[src/rtl/mult_acc_v3.sv]
// Three-stage signed multiply-add/accumulate with per-sample mode, valid tracking
// and optional saturation of the PW-bit result register.
module mult_acc_v3 #(
  parameter int unsigned AW  = 16,
  parameter int unsigned BW  = 16,
  parameter int unsigned CW  = 32,
  parameter int unsigned PW  = 48,
  parameter int unsigned SAT = 0
) (
  input  logic                 clk,
  input  logic                 rst_n,
  input  logic                 ce,
  input  logic                 vin,
  input  logic [1:0]           mode,
  input  logic signed [AW-1:0] ain,
  input  logic signed [BW-1:0] bin,
  input  logic signed [CW-1:0] cin,
  output logic signed [PW-1:0] pout,
  output logic                 vout,
  output logic                 ovf
);

  localparam int unsigned MW = AW + BW;
  localparam int unsigned SW = PW + 1;

  localparam logic [1:0] MODE_ADD  = 2'd0;
  localparam logic [1:0] MODE_SUB  = 2'd1;
  localparam logic [1:0] MODE_ACC  = 2'd2;
  localparam logic [1:0] MODE_DACC = 2'd3;

  if ((PW < MW) || (PW < CW)) begin : g_param_check
    $error("mult_acc_v3: PW must be >= AW+BW and >= CW");
  end

  // Stage 1: input capture
  logic signed [AW-1:0] a1_q;
  logic signed [BW-1:0] b1_q;
  logic signed [CW-1:0] c1_q;
  logic [1:0]           mode1_q;
  logic                 v1_q;

  // Stage 2: product plus delayed addend/mode/valid
  logic signed [MW-1:0] m2_q, m2_d;
  logic signed [CW-1:0] c2_q;
  logic [1:0]           mode2_q;
  logic                 v2_q;

  // Stage 3: result register
  logic signed [PW-1:0] pout_q, pout_d;
  logic                 vout_q, vout_d;
  logic                 ovf_q, ovf_d;

  logic signed [SW-1:0] m_ext, c_ext, p_ext, sum;
  logic                 sum_ovf;
  logic signed [PW-1:0] sum_clamp;

  always_ff @(posedge clk or negedge rst_n) begin
    if (!rst_n) begin
      a1_q    <= '0;
      b1_q    <= '0;
      c1_q    <= '0;
      mode1_q <= '0;
      v1_q    <= 1'b0;
    end else if (ce) begin
      a1_q    <= ain;
      b1_q    <= bin;
      c1_q    <= cin;
      mode1_q <= mode;
      v1_q    <= vin;
    end
  end

  always_comb begin
    m2_d = MW'(a1_q) * MW'(b1_q);
  end

  always_ff @(posedge clk or negedge rst_n) begin
    if (!rst_n) begin
      m2_q    <= '0;
      c2_q    <= '0;
      mode2_q <= '0;
      v2_q    <= 1'b0;
    end else if (ce) begin
      m2_q    <= m2_d;
      c2_q    <= c1_q;
      mode2_q <= mode1_q;
      v2_q    <= v1_q;
    end
  end

  // One guard bit makes the sum exact; overflow is a disagreement of the top two bits.
  always_comb begin
    m_ext = SW'(m2_q);
    c_ext = SW'(c2_q);
    p_ext = SW'(pout_q);
    sum   = '0;
    unique case (mode2_q)
      MODE_ADD:  sum = m_ext + c_ext;
      MODE_SUB:  sum = m_ext - c_ext;
      MODE_ACC:  sum = p_ext + m_ext;
      MODE_DACC: sum = p_ext - m_ext;
      default:   sum = '0;
    endcase
    sum_ovf   = sum[PW] ^ sum[PW-1];
    sum_clamp = sum[PW] ? {1'b1, {(PW-1){1'b0}}} : {1'b0, {(PW-1){1'b1}}};
  end

  // Invalid samples only drop vout; pout/ovf are held so the accumulator survives bubbles.
  always_comb begin
    pout_d = pout_q;
    ovf_d  = ovf_q;
    vout_d = v2_q;
    if (v2_q) begin
      pout_d = ((SAT != 0) && sum_ovf) ? sum_clamp : sum[PW-1:0];
      ovf_d  = sum_ovf;
    end
  end

  always_ff @(posedge clk or negedge rst_n) begin
    if (!rst_n) begin
      pout_q <= '0;
      vout_q <= 1'b0;
      ovf_q  <= 1'b0;
    end else if (ce) begin
      pout_q <= pout_d;
      vout_q <= vout_d;
      ovf_q  <= ovf_d;
    end
  end

  assign pout = pout_q;
  assign vout = vout_q;
  assign ovf  = ovf_q;

endmodule

[config.mk]
export PLATFORM = sky130hd
export DESIGN_NAME = mult_acc_v3
export DESIGN_NICKNAME = d
export VERILOG_FILES = /design/src/rtl/mult_acc_v3.sv
export SDC_FILE = /design/constraint.sdc
export NUM_CORES = 1
export LEC_CHECK = 0
export CAP_MARGIN = 20
export CORE_AREA = 8 8 324 200
export CTS_BUF_LIST = sky130_fd_sc_hd__clkbuf_4
export DETAILED_ROUTE_END_ITERATION = 6
export DIE_AREA = 0 0 332 208
export GPL_ROUTABILITY_DRIVEN = 0
export PLACE_DENSITY_LB_ADDON = 0.3
export SLEW_MARGIN = 10
export SYNTH_ARGS = -nofsm -noshare
export SYNTH_HDL_FRONTEND = slang
export SYNTH_SLANG_ARGS = --single-unit
[constraint.sdc]
create_clock -name clk -period 7.75 [get_ports clk]
set_input_delay 0.775 -clock clk [delete_from_list [all_inputs] [get_ports clk]]
set_output_delay 0.775 -clock clk [all_outputs]
set_load 0.01 [all_outputs]
# ---- Yosys cells after proc, flatten, opt, wreduce, memory -nomap -nowiden
# Cells that the tools add are included.
dict set report word_totals {
  in_bits 70
  output_inout_bits 50
  reg_bits 184
}
dict set report op_classes {
  eq_ne 3
  n_addsub 4
  mux 1
  multipliers 1
  bitwise_logic 1
  n_reduce_logical 2
}
# op count
set op_table {}
lappend op_table {{49-bit one-hot mux with 4 select lines} 1}
lappend op_table {{48-bit by 32-bit adder with 49-bit output} 1}
lappend op_table {{48-bit by 32-bit subtractor with 49-bit output} 1}
lappend op_table {{32-bit by 32-bit adder with 33-bit output} 1}
lappend op_table {{32-bit by 32-bit subtractor with 33-bit output} 1}
lappend op_table {{16-bit by 16-bit multiplier with 32-bit output} 1}
lappend op_table {{2-bit == test (second input constant)} 2}
lappend op_table {{2-bit by 1-bit == test with 1-bit output (second input constant)} 1}
lappend op_table {{2-bit logical NOT} 1}
lappend op_table {{2-bit AND reduction} 1}
lappend op_table {{1-bit XOR} 1}

# ---- Longest topological paths before layout
# Gate-level depths: netlist of run 1.
dict set report logic_depth {
  ltp_word 3
  depth_mapped 25
  ltp_nobuf 24
}

# ---- Worst setup path before layout of run 1
# Ideal clock, no wire load.
dict set report synth_timing {
  path_kind {reg2reg}
  from {register a1_q[15]}
  to {register m2_q[28]}
  setup_ps 125
  required_ps 7625
  arrival_time_ps 6005
  path_buffers 1
  path_stages_with_launch 23
  slack_ps 1620
  cell_sequence {dfrtp_1 clkbuf_1 nand2_1 inv_1 fa_1 fa_1 fa_1 fa_1 fa_1 inv_1 fa_1 inv_1 ha_1 a21o_1 a21o_1 a21oi_1 o21ai_0 a31oi_1 a21oi_1 or3_1 a21oi_1 xnor2_1 mux2_2}
}
dict set report synth_via {
  elab_chain_cells 1
}
# item line
set synth_rtl {}
lappend synth_rtl {{from (decl)} 36} ;# logic signed [AW-1:0] a1_q;
lappend synth_rtl {{from (signal assigned)} 65} ;# a1_q <= ain;
lappend synth_rtl {{16-bit by 16-bit multiplier with 32-bit output} 74} ;# m2_d = MW'(a1_q) * MW'(b1_q);
lappend synth_rtl {{to (signal assigned)} 84} ;# m2_q <= m2_d;
lappend synth_rtl {{to (decl)} 43} ;# logic signed [MW-1:0] m2_q, m2_d;
# No other way between the ends.
# A chain may end at the register's enable or synchronous reset.

# ---- Worst setup path after layout of run 1
# Same ends and word-level chain as after synthesis.

==> out/results.txt, run 1 <==
Status -> finished clean
Placed cell count -> 3479
Crit path capture type -> flop
Final setup fails -> 0
Largest net degree at the start of global routing -> 99
CP arrival -> 7.52 ns
Post-cts sizing count -> 0
Drt pass-1 iters -> 6
Cells after Synth -> 2676
Routed vias -> 19200
Share of layout cells above drive strength 1 -> 6.40%
Final hold violation count -> 0
Syn Area/Cell -> 8.85 sq um
Class of the most critical setup path -> reg -> reg
# H-tree levels -> 4
Congestion Overflow GR -> 0
Buffer count from post-CTS setup fixing -> 0
Worst Skew -> 0.0468 ns
Most common cell after layout, fill and taps aside -> inv_1
Die Y -> 208 um
PortBufs -> 119
Critical Path Most Common Cell -> fa_1
Slew headroom -> 38.9%
Core Region -> 60100 sq um
Skew-Pair Late Insertion Delay -> 0.70 ns
Die area -> 69100 sq um
Syn nets -> 3206
Vias in the first global route -> 19900
RSZ-0062 raised after global routing -> false
TNS Setup -> 0 ns
Synth Warn # -> 0
ANT nets after route -> 0
Clock Path Buffers -> 2
Max-slew violations -> 0
Initial cell density of the core -> 39.4%
Most used DFF post-synth -> dfrtp_1
Layout net count -> 3236
Startpoint class of the critical path -> flop
Cts bufs inserted -> 17
CP max FO -> 17
First-pass GRT wire length -> 109000 um
Final WL -> 64200 um
Post-synth EDFFs -> 0
Clk sinks -> 184
CP peak stage delay -> 0.94 ns
Drt wl/cell -> 18.3 um
Max-Cap Viols -> 0
Post-synthesis cell type count -> 76
CP cell instances -> nand2_1 -> inv_1 -> fa_1 -> fa_1 -> fa_1 -> fa_1 -> fa_1 -> inv_1 -> fa_1 -> inv_1 -> ha_1 -> a21oi_1 -> o21ai_0 -> a31oi_1 -> a21oi_1 -> or3_1 -> a21oi_1 -> xnor2_1 -> mux2_2
Synth Register Bits -> 184
Vias per Instance -> 5.46
Fraction of registers with async set/reset -> 100%
Post-synthesis sequential area ratio -> 19.4%
Initial antenna violation count -> 2
Slew @ Worst Pin -> 0.916 ns
Root Buffer -> clkbuf_4
Final HPWL DP -> 51600 um
CTS Hold Bufs -> 0
Period utilization -> 89.5%
Area growth, synth to finish -> 9.01%
I/O pin cnt -> 120
CTS tree -> built
Final std cells w/o fill -> 3512
Min-Delay Path Class -> in -> async
# rows -> 70
Die Wd -> 332 um
Worst-path clk slew -> 0.21 ns
Crit-path slowest cell -> fa_1
Fin crit period -> 6.94 ns
Synth Cell Area -> 23700 sq um
Achievable Freq -> 144 MHz
Worst Path Required -> 8.34 ns
DRC Markers -> 0
Global Route Usage Sum -> 19.1%
DR iter-0 viols -> 1803
Most frequent cells in the layout -> inv_1, nand2_1, fa_1
[per-stage QoR]
step	utilization (%)	hold slack, ns	area (sq um)	worst slack, ns
2_1_floorplan	-	0.449	23700	1.62
3_3_place_gp	42.5	0.465	25500	0.968
3_5_place_dp	42.5	0.485	25500	0.928
4_1_cts	43.0	0.0939	25800	0.853
5_1_grt	43.0	0.104	25800	0.473
6_report	43.0	0.100	25800	0.813
[area by class of cell]
class                           count  area, sq um
Tap cell                          792          991
Clock buffer                       17          128
Sequential cell                   184         4610
Multi-Input combinational cell   1996        17200
Inverter                          370         1390
Timing Repair Buffer              137         1330
Clock inverter                     15          158
Fill cell                        5921        34300
Antenna cell                        1         2.50
[synth_stat cells, types with 16 or more instances]
master    count  area (sq um)
a21o_1       62           465
nand2b_1     23           144
xor2_1       38           333
o21bai_1     20           150
xnor2_1      92           806
mux2i_1      25           250
nand3_1      25           125
dfrtp_1     184          4600
nand2_1     279          1050
clkbuf_1    114           428
a21oi_1     174           871
fa_1        265          5310
and2_1      133           832
nand4_1      21           131
ha_1        195          2440
inv_1       370          1390
o21a_1       21           158
o211ai_1     16           120
nor2_1      126           473
nor3_1       41           205
a31oi_1      18           113
o21ai_0     152           761
mux2_2       89          1000
[worst max-delay path: cells and delay by family (launching register included)]
kind	cells	cell delay (ns)
compound gates	5	0.99
buf+inv	3	0.26
xor+xnor	1	0.07
simple gates	2	0.58
flops	1	0.81
mux	1	0.26
fa+ha+maj	7	3.84
[metal layers]
layer | track usage (%) | up-vias | part of all wire [%]
met1 | 28.9 | 9550 | 50
met2 | 28.9 | 680 | 42
met4 | 3.16 | 2 | 1.1
met5 | 0 | - | 0.020
met3 | 2.98 | 54 | 6.5
li1 | - | 8901 | -
[sequential cells by signal, indices dropped and copies added (netlist names)]
name,cells
a1_q,16
ovf,1
b1_q,16
pout,48
v1_q,1
c1_q,32
mode2_q,2
vout,1
m2_q,32
v2_q,1
c2_q,32
mode1_q,2
[cell families after synthesis]
kind of cell	share of synthesized area (%)
buffers and inverters	7.90
AO/OA/AOI/OAI	15.1
AND/OR/NAND/NOR	14.7
multiplexers	5.29
XOR/XNOR	4.90
flip-flops	19.4
adder cells (fa/ha/maj)	32.7
[final timing paths]
check	to	cells past startpoint	slack (ns)	start
max reg2reg	m2_q[28]	19	0.81	a1_q[15]
min in group clk	c2_q[8]	2	0.51	c1_q[8]
max	m2_q[28]	19	0.81	a1_q[15]
max in group asynchronous	pout[46]	2	6.23	rst_n
min	b1_q[0]	1	0.10	rst_n
min reg2reg	c2_q[8]	2	0.51	c1_q[8]
Power of run 1 is not shown: default switching activity piles up to over one toggle a cycle in this logic, so the estimate is an artifact.
==> run 2: changes to the inputs <==
- CTS_BUF_LIST: sky130_fd_sc_hd__clkbuf_4 -> default
==> run 2 against run 1 <==
Critical path type unchanged. Non-clock buffer count unchanged. Setup slack better by 0.036 ns. Flip-flop and latch count unchanged. The run now ends with design-rule violations left. Utilization increased by 0.49 points. Die area is the same. Worst hold slack better by 0.25 ns. First-iteration DRC count decreased by 0.39%. Sequential share of layout area down 0.20 points.
==> out/results.txt, run 2 (synthesis results as in run 1) <==
Antenna diode count -> 0
Drt pass-1 iters -> 7
Max reg flops -> 48
Clock Path Buffers -> 2
CTS tree -> built
Core Region -> 60100 sq um
RSZ-0062 raised after global routing -> false
Final setup fails -> 0
Die Wd -> 332 um
Class of the most critical setup path -> reg -> reg
ANT nets after route -> 0
Fin crit period -> 6.90 ns
First-pass GRT wire length -> 109000 um
Worst r2r path cells -> 21
Root Buffer -> clkbuf_16
CTS Hold Bufs -> 0
Global Route Usage Sum -> 19.2%
Fin Hold WS -> 0.352 ns
Critical Path Most Common Cell -> fa_1
# rows -> 70
Final hold violation count -> 0
Vias per Instance -> 5.48
Crit-path slowest cell -> fa_1
Final WL -> 64400 um
CP max FO -> 17
Most common cell after layout, fill and taps aside -> inv_1
Layout net count -> 3236
# H-tree levels -> 4
PortBufs -> 119
Min-Delay Path Class -> in -> async
CP arrival -> 7.29 ns
I/O pin cnt -> 120
Drt wl/cell -> 18.3 um
Vias in the first global route -> 19900
Area growth, synth to finish -> 10.3%
Slew @ Worst Pin -> 0.913 ns
TNS Setup -> 0 ns
Max-Cap Viols -> 0
CP top delay family -> adder cells
Fill count -> 5880
Buffer count from post-CTS setup fixing -> 0
Max-slew violations -> 0
Worst Path Required -> 8.13 ns
Die area -> 69100 sq um
Routed vias -> 19200
WP depth -> 21
Post-cts sizing count -> 0
Final HPWL DP -> 51600 um
Cts bufs inserted -> 17
Clk sinks -> 184
CP cell instances -> nand2_1 -> inv_1 -> fa_1 -> fa_1 -> fa_1 -> fa_1 -> fa_1 -> inv_1 -> fa_1 -> inv_1 -> ha_1 -> a21o_1 -> a21o_1 -> a21o_1 -> a21o_1 -> a31oi_1 -> o211ai_1 -> a31oi_1 -> nor2_1 -> o311a_1 -> o21ai_0
DRC Markers -> 1
Worst Path Buf+Inv -> 3
Achievable Freq -> 145 MHz
DR iter-0 viols -> 1796
Most frequent cells in the layout -> inv_1, nand2_1, fa_1
Startpoint class of the critical path -> flop
Period utilization -> 89.0%
Multi-input logic area -> 17200 sq um
Congestion Overflow GR -> 0
Slew headroom -> 39.1%
CP peak stage delay -> 0.81 ns
Reg area -> 4610 sq um
Status -> finished with violations
Worst-path clk slew -> 0.09 ns
Share of layout cells above drive strength 1 -> 6.40%
Die Y -> 208 um
Initial cell density of the core -> 39.4%
Initial antenna violation count -> 1
Largest net degree at the start of global routing -> 99
Skew-Pair Late Insertion Delay -> 0.48 ns
Worst Skew -> 0.0231 ns
Crit path capture type -> flop
Violated checks -> design-rule violations
[run 2: per-stage QoR]
step / area (sq um) / utilization (%) / cells / worst slack, ns
2_1_floorplan: 23700 / - / 2676 / 1.62
3_3_place_gp: 25500 / 42.5 / 3479 / 0.968
3_5_place_dp: 25500 / 42.5 / 3479 / 0.928
4_1_cts: 26100 / 43.5 / 3511 / 0.871
5_1_grt: 26100 / 43.5 / 3511 / 0.492
6_report: 26100 / 43.5 / 3511 / 0.849
[run 2: worst paths after layout]
| kind | start | to | slack (ns) |
|---|---|---|---|
| setup / recovery | a1_q[15] | m2_q[31] | 0.85 |
| hold reg to reg | c1_q[30] | c2_q[30] | 0.49 |
| max in group asynchronous | rst_n | mode2_q[1] | 5.98 |
| min in group clk | c1_q[30] | c2_q[30] | 0.49 |
| hold / removal | rst_n | b1_q[0] | 0.35 |
| setup reg to reg | a1_q[15] | m2_q[31] | 0.85 |
[run 2: layout make-up]
class                           count  share of cell area, %
Clock inverter                     15                  0.604
Clock buffer                       17                   1.63
Inverter                          370                   5.32
Tap cell                          792                   3.80
Timing Repair Buffer              137                   5.10
Multi-Input combinational cell   1996                   65.9
Sequential cell                   184                   17.6
[run 2: worst reg2reg max path, cell delays in order, from the launching register on]
cell and delay (ns):
dfrtp_1 0.65, nand2_1 0.24, inv_1 0.11, fa_1 0.81, fa_1 0.51, fa_1 0.50, fa_1 0.51, fa_1 0.49
inv_1 0.05, fa_1 0.47, inv_1 0.04, ha_1 0.33, a21o_1 0.17, a21o_1 0.17, a21o_1 0.19, a21o_1 0.19
a31oi_1 0.30, o211ai_1 0.20, a31oi_1 0.26, nor2_1 0.11, o311a_1 0.36, o21ai_0 0.16
[run 2: routing by layer]
metal | vias up | routed length [um] | track usage (%)
met1 | 9596 | 32000 | 29.0
met5 | - | 13 | 0
met4 | 2 | 665 | 3.16
li1 | 8918 | - | -
met2 | 659 | 27500 | 29.0
met3 | 55 | 4160 | 3.04
Power of run 2 is left out for the same reason.
==> run 3: changes to the inputs <==
- SLEW_MARGIN: 10 -> default
==> results of run 3 <==
Final layout, timing and power as in run 2 (identical DEF).
Power of run 3 is left out for the same reason.
